--- src/rtl/m_multicycle_control_unit.sv ---
// Multicycle instruction sequencer: FETCH/DECODE/EXECUTE/MEM/WRITEBACK with registered decode.
// Optional macro CU_MEM_TIMEOUT_EN bounds the MEM wait to P_MEM_TIMEOUT cycles.
module m_multicycle_control_unit #(
    parameter int P_WORD_WIDTH     = 8,
    parameter int P_REG_ADDR_WIDTH = 4,
    parameter int P_MEM_TIMEOUT    = 15
) (
    input  logic                        w_clock,
    input  logic                        w_reset,
    input  logic [P_WORD_WIDTH-1:0]     w_bus_wordin,
    input  logic                        w_instr_valid,
    input  logic                        w_cf,
    input  logic                        w_mem_ack,
    output logic                        w_instr_ready,
    output logic                        w_jump_flag,
    output logic                        w_store_word_flag,
    output logic                        w_store_pc_flag,
    output logic                        w_load_word_flag,
    output logic                        w_data_mem_write_flag,
    output logic                        w_write_back_flag,
    output logic [P_REG_ADDR_WIDTH-1:0] w_write_back_reg,
    output logic                        w_mem_req,
    output logic                        w_pc_enable,
    output logic [2:0]                  w_state,
    output logic                        w_mem_error
);

`ifdef CU_MEM_TIMEOUT_EN
    localparam bit TIMEOUT_EN = 1'b1;
`else
    localparam bit TIMEOUT_EN = 1'b0;
`endif
    localparam int TW = $clog2(P_MEM_TIMEOUT + 1);

    typedef enum logic [2:0] {
        S_FETCH     = 3'd0,
        S_DECODE    = 3'd1,
        S_EXECUTE   = 3'd2,
        S_MEM       = 3'd3,
        S_WRITEBACK = 3'd4
    } state_t;

    state_t                      state, next_state;
    logic [P_WORD_WIDTH-1:0]     ir;
    logic [3:0]                  op;
    logic [P_REG_ADDR_WIDTH-1:0] rf;
    logic                        d_jump, d_store_word, d_store_pc, d_load_word, d_wb;
    logic [P_REG_ADDR_WIDTH-1:0] d_reg;
    logic                        jump_q, store_word_q, store_pc_q, load_word_q, wb_q;
    logic [P_REG_ADDR_WIDTH-1:0] reg_q;
    logic [TW-1:0]               timer;
    logic                        timeout, mem_error_q;

    assign op = ir[P_WORD_WIDTH-1 -: 4];
    assign rf = ir[P_REG_ADDR_WIDTH-1:0];

    // Decode priority: all-ones register field overrides every opcode.
    always_comb begin
        d_jump       = 1'b0;
        d_store_word = 1'b0;
        d_store_pc   = 1'b0;
        d_load_word  = 1'b0;
        d_wb         = 1'b0;
        d_reg        = '0;
        if ((&rf) || op == 4'b1011 || op == 4'b1100) begin
            d_wb  = 1'b1;
            d_reg = '1;
        end else begin
            case (op)
                4'b1110: begin d_store_word = 1'b1; d_reg = rf; end
                4'b1101: begin d_load_word = 1'b1; d_wb = 1'b1; d_reg = rf; end
                4'b1010: begin d_jump = 1'b1; d_store_pc = 1'b1; d_wb = 1'b1; d_reg = rf; end
                4'b1001: begin d_jump = w_cf; d_reg = rf; end
                4'b0111, 4'b1000: d_reg = rf;
                4'b0000: d_reg = '0;
                default: begin d_wb = 1'b1; d_reg = rf; end
            endcase
        end
    end

    always_ff @(posedge w_clock or posedge w_reset) begin
        if (w_reset) begin
            state <= S_FETCH;
        end else begin
            state <= next_state;
        end
    end

    always_comb begin
        next_state            = state;
        w_instr_ready         = 1'b0;
        w_pc_enable           = 1'b0;
        w_mem_req             = 1'b0;
        w_data_mem_write_flag = 1'b0;
        w_write_back_flag     = 1'b0;
        timeout               = 1'b0;
        unique case (state)
            S_FETCH: begin
                w_instr_ready = 1'b1;
                if (w_instr_valid) next_state = S_DECODE;
            end
            S_DECODE: next_state = S_EXECUTE;
            S_EXECUTE: begin
                if (load_word_q || store_word_q) begin
                    next_state = S_MEM;
                end else if (wb_q) begin
                    next_state = S_WRITEBACK;
                end else begin
                    next_state  = S_FETCH;
                    w_pc_enable = 1'b1;
                end
            end
            S_MEM: begin
                w_mem_req             = 1'b1;
                w_data_mem_write_flag = store_word_q;
                if (w_mem_ack) begin
                    if (load_word_q) begin
                        next_state = S_WRITEBACK;
                    end else begin
                        next_state  = S_FETCH;
                        w_pc_enable = 1'b1;
                    end
                end else if (TIMEOUT_EN && timer == '0) begin
                    timeout    = 1'b1;
                    next_state = S_FETCH;
                end
            end
            S_WRITEBACK: begin
                w_write_back_flag = 1'b1;
                w_pc_enable       = 1'b1;
                next_state        = S_FETCH;
            end
            default: next_state = S_FETCH;
        endcase
    end

    // Decoded flags live from EXECUTE until the return to FETCH.
    always_ff @(posedge w_clock or posedge w_reset) begin
        if (w_reset) begin
            ir           <= '0;
            jump_q       <= 1'b0;
            store_word_q <= 1'b0;
            store_pc_q   <= 1'b0;
            load_word_q  <= 1'b0;
            wb_q         <= 1'b0;
            reg_q        <= '0;
            timer        <= '0;
            mem_error_q  <= 1'b0;
        end else begin
            mem_error_q <= timeout;
            if (state == S_FETCH && w_instr_valid) ir <= w_bus_wordin;
            if (state == S_EXECUTE) begin
                timer <= TW'(P_MEM_TIMEOUT - 1);
            end else if (state == S_MEM && timer != '0) begin
                timer <= timer - 1'b1;
            end
            if (state == S_DECODE) begin
                jump_q       <= d_jump;
                store_word_q <= d_store_word;
                store_pc_q   <= d_store_pc;
                load_word_q  <= d_load_word;
                wb_q         <= d_wb;
                reg_q        <= d_reg;
            end else if (next_state == S_FETCH) begin
                jump_q       <= 1'b0;
                store_word_q <= 1'b0;
                store_pc_q   <= 1'b0;
                load_word_q  <= 1'b0;
                wb_q         <= 1'b0;
                reg_q        <= '0;
            end
        end
    end

    assign w_jump_flag       = jump_q;
    assign w_store_word_flag = store_word_q;
    assign w_store_pc_flag   = store_pc_q;
    assign w_load_word_flag  = load_word_q;
    assign w_write_back_reg  = reg_q;
    assign w_state           = state;
    assign w_mem_error       = TIMEOUT_EN & mem_error_q;

endmodule

--- config.mk ---
export PLATFORM = sky130hd
export DESIGN_NAME = m_multicycle_control_unit
export DESIGN_NICKNAME = d
export VERILOG_FILES = /design/src/rtl/m_multicycle_control_unit.sv
export SDC_FILE = /design/constraint.sdc
export NUM_CORES = 1
export LEC_CHECK = 0
export BUFFER_PORTS_ARGS = -buffer_cell sky130_fd_sc_hd__buf_2
export CAP_MARGIN = 30
export CELL_PAD_IN_SITES_DETAIL_PLACEMENT = 1
export CELL_PAD_IN_SITES_GLOBAL_PLACEMENT = 1
export CORE_UTILIZATION = 35
export DETAILED_ROUTE_END_ITERATION = 7
export GPL_TIMING_DRIVEN = 0
export HOLD_SLACK_MARGIN = 0.12
export PLACE_DENSITY_LB_ADDON = 0.1
export SLEW_MARGIN = 15
export SYNTH_ARGS = -nofsm -noshare
export SYNTH_HDL_FRONTEND = slang
export SYNTH_SLANG_ARGS = --single-unit
--- constraint.sdc ---
create_clock -name w_clock -period 1.95 [get_ports w_clock]
set_clock_uncertainty 0.15 [all_clocks]
set_input_delay 0.39 -clock w_clock [delete_from_list [all_inputs] [get_ports w_clock]]
set_output_delay 0.39 -clock w_clock [all_outputs]
set_load 0.1 [all_outputs]
# After elaboration in Yosys (flattened, before gate mapping)
# Cells that the tools add are included.
dict set report op_classes {
  n_eq_ne 12
  mux 35
  reduce_logical 10
}
# cell count
set op_table {}
lappend op_table {{equality test 4 bit, second input constant} 7}
lappend op_table {{2-to-1 mux 1 bit} 23}
lappend op_table {{2-to-1 mux 4 bit} 4}
lappend op_table {{2-to-1 mux 3 bit} 5}
lappend op_table {{one-hot mux 3 bit (4 select lines)} 1}
lappend op_table {{equality test 3 x 2 -> 1 bit, second input constant} 2}
lappend op_table {{logical NOT 3 bit} 2}
lappend op_table {{OR reduction 5 bit} 1}
lappend op_table {{equality test 4 x 3 -> 1 bit, second input constant} 1}
lappend op_table {{logical NOT 4 bit} 1}
lappend op_table {{AND reduction 4 bit} 1}
lappend op_table {{equality test 3 x 1 -> 1 bit, second input constant} 1}
lappend op_table {{equality test 3 bit, second input constant} 1}
lappend op_table {{logical OR 1 bit} 3}
lappend op_table {{one-hot mux 1 bit (3 select lines)} 1}
lappend op_table {{one-hot mux 1 bit (2 select lines)} 1}
lappend op_table {{nonzero test 2 bit} 1}
lappend op_table {{logical AND 1 bit} 1}
dict set report totals {
  reg_bits 20
  inputBits 13
  output_inout_bits 17
  wordCells 65
}

# Longest topological paths before layout
dict set report logic_depth {
  word_depth 6
  depth_mapped 5
  depth_no_buf 4
}

# Least setup slack after synthesis
# Ideal clock, no wire load.
dict set report synth_path {
  path_type {register to output}
  from {reg state[2], in the netlist w_state[2]}
  to {out w_pc_enable}
  arrival_time_ps 4478
  required_time_ps 1410
  path_slack_ps -3068
  stages_incl_launch_ff 4
  n_path_buf 0
  cell_sequence {dfrtp_1 > nor3b_1 > a21oi_1 > o21ai_0}
}
dict set report synth_between {
  elab_chain_cells 2
  elab_cells_between_ends 4
  classes_between {eq/ne: 3; mux: 1}
}
# element line
set synth_lines {}
lappend synth_lines {{start, declared} 43} ;# state_t state, next_state;
lappend synth_lines {{start signal, assigned} 85} ;# state <= next_state;
lappend synth_lines {{equality test 3 bit or equality test 3 x 2 -> 1 bit (tied branches)} 97} ;# unique case (state)
lappend synth_lines {{one-hot mux 1 bit (3 select lines) *} 97}
lappend synth_lines {{end, declared} 23} ;# output logic w_pc_enable,
# Every way passes the cells marked *; elsewhere a longest branch is shown, timed or not.

# Worst setup path in the final report
# Ends and elaborated chain as after synthesis.

==> impl_metrics.ini <==
[run_status]
status = complete, but fails checks
violations = negative setup slack

[die]
start_util_pct = 38.5
ios = 30
fp-row-count = 18
die_w_um = 55.1
core-area_mm2 = 0.00257
die_h_um = 55.1
die_area_mm2 = 0.00304

[yosys]
avgSynthCellArea_um2 = 11.0
synth_cell_types = 34
synth_seq_area_share_pct = 50.7
netlist_area_um2 = 987
synth-seq-cells = 20
synthCells = 90
syn_nets = 103
ys.warnings.count = 0

[grt]
grt_pass1_vias = 783
overflow = 0
grt_antenna_before_repair = 0
grt_max_degree = 21
grt_pass1_wl_um = 3730
track_usage_pct = 18.1

[clock_network]
cts_tree = built
clock_latency_ns = 0.30
cts_max_level = 1
cts_buffer_depth = 2
clk_pin_slew_ns = 0.11
cts.sinks = 20
cts_root_buf = clkbuf_4
cts_made_buffers = 3

[timing]
slew_headroom_pct = 49.7
final-hold-violation-count = 0
max_freq_mhz = 480
finalSetupViolCount = 4
period_needed_ns = 2.08
tightest_slew_ns = 0.753
slew_viol_final = 0
final.period_utilization_pct = 107
layout_setup_ws_ns = -0.135
rsz0062_at_grt = true

[worst_hold_path]
holdCritPathClass = primary input to register
holdPathStages = 3
hp-start = w_bus_wordin[4]
hold-path-endpoint = ir[4]

[worst_setup_path]
r2r-end = w_write_back_reg[0]
worstReg2RegStart = w_state[1]
setup.worst_path.class = register to primary output
cp.required_ns = 1.41
crit_fanout = 5
cp.arrival_ns = 1.54
cp-end-kind = primary output
critPathLaunchType = register
reg2reg_depth = 5
reg2reg_slack_ns = 0.03

[flow_run]
drv_cap = 0

[detailed_routing]
wirelength_um = 2470
num_vias = 835
drt_iter0_markers = 3
antenna_left = 0
drt-pass1-iter-count = 3
post_drt_wl_per_cell_um = 15.6
drc_errors = 0
viasPerCell = 5.25

[layout]
areaGrowthSynthToFinish_pct = 45.8
antenna_cells = 0
layout_commonest_cell = buf_2
largest_reg_flops = 8
drive_gt1_share_pct = 51.2
nNetsFinal = 143
final_core_util_pct = 56.0
fillers = 281
layout_common_cells = buf_2 (23), dfrtp_1 (16), nand2_1 (10)

[placed_design]
hpwlAfterDp_um = 1670
place_ws_ns = -0.0856
gp_congestion = 0.653
portBuffers = 28
==> Yosys cell counts <==
cell / n / area [um2]
a21oi_1: 1 / 5.00
a22o_1: 6 / 52.6
a32o_1: 1 / 10.0
a32o_2: 1 / 11.3
and2_1: 1 / 6.26
and2_2: 1 / 7.51
and2b_1: 1 / 7.51
and3_1: 1 / 6.26
and3_2: 1 / 7.51
and3b_1: 1 / 8.76
and4b_2: 1 / 11.3
buf_2: 1 / 5.00
buf_4: 1 / 7.51
buf_6: 1 / 11.3
conb_1: 1 / 3.75
dfrtp_1: 20 / 500
inv_1: 5 / 18.8
mux2_1: 5 / 56.3
mux2_2: 2 / 22.5
nand2_1: 11 / 41.3
nand2b_1: 1 / 6.26
nand3_1: 5 / 25.0
nand3b_1: 1 / 7.51
nand3b_4: 1 / 20.0
nand4_1: 2 / 12.5
nor2_1: 1 / 3.75
nor2b_1: 1 / 6.26
nor3_1: 3 / 15.0
nor3b_1: 2 / 15.0
nor3b_2: 1 / 12.5
o21ai_0: 5 / 25.0
o2bb2ai_1: 2 / 17.5
or4_4: 1 / 11.3
xor2_1: 1 / 8.76
==> worst max-delay path by stage <==
stage / startpoint / endpoint / slack (ns) / cells past startpoint
2_1_floorplan: w_state[2] / w_pc_enable / -0.56 / 3
3_3_place_gp: w_state[0] / w_pc_enable / -0.06 / 4
3_5_place_dp: w_state[0] / w_pc_enable / -0.09 / 4
4_1_cts: w_state[0] / w_pc_enable / -0.13 / 4
5_1_grt: w_state[2] / w_pc_enable / -0.18 / 4
6_report: w_state[2] / w_pc_enable / -0.13 / 4
==> logic make-up after synthesis <==
group                     synth area share, %
and+or+nand+nor                          23.4
DFF                                      50.7
AOI/OAI and AO/OA                        12.3
buffers and inverters                    4.31
muxes                                    7.98
xor gates and xnor gates                0.887
other                                   0.380
==> metrics by stage <==
| stage | cell area, um2 | setup TNS [ns] | std cells | hold slack (ns) |
|---|---|---|---|---|
| 2_1_floorplan | 1080 | -7.35 | 90 | 0.204 |
| 3_3_place_gp | 1250 | -0.0588 | 148 | 0.323 |
| 3_5_place_dp | 1250 | -0.0856 | 148 | 0.330 |
| 4_1_cts | 1400 | -0.196 | 157 | 0.146 |
| 5_1_grt | 1440 | -0.489 | 159 | 0.134 |
| 6_report | 1440 | -0.273 | 159 | 0.149 |
==> final cells by class <==
| type | instances | area (um2) | share of cell area, % |
|---|---|---|---|
| multi-input cells | 63 | 551 | 38.3 |
| well taps | 30 | 37.5 | 2.61 |
| inverters | 5 | 18.8 | 1.30 |
| plain buffers | 3 | 30.0 | 2.09 |
| flip-flops and latches | 20 | 513 | 35.7 |
| repair buffers | 34 | 263 | 18.3 |
| clock buffers | 4 | 26.3 | 1.83 |
==> critical path, cell delays in order, from the launching register on <==
cell	delay, ns
dfrtp_4	0.52
and2b_2	0.27
nand2_1	0.10
o21ai_4	0.16
buf_12	0.19
==> metal layers <==
metal  track usage (%)  wire length [um]  vias up  share of wire (%)
met4              3.75                17        0               0.69
li1                  -                 -      404                  -
met2              32.7              1340       22                 54
met3              5.74               100        4                4.0
met5                 0                 0        -                  0
met1              20.7              1020      405                 41
==> timing repair <==
item | in CTS | in global routing
setup endpoints to repair | 5 | 12
hold endpoints to repair | 20 | 0
gates resized for setup | 20 | 5
pin swaps | 2 | 5
setup buffers | 4 | 1
hold buffers | 1 | 0
cloned | 0 | 1
Power is left out: the tool's default activity adds up to more than one toggle a clock period on the data nets, which glitch-free logic cannot reach.
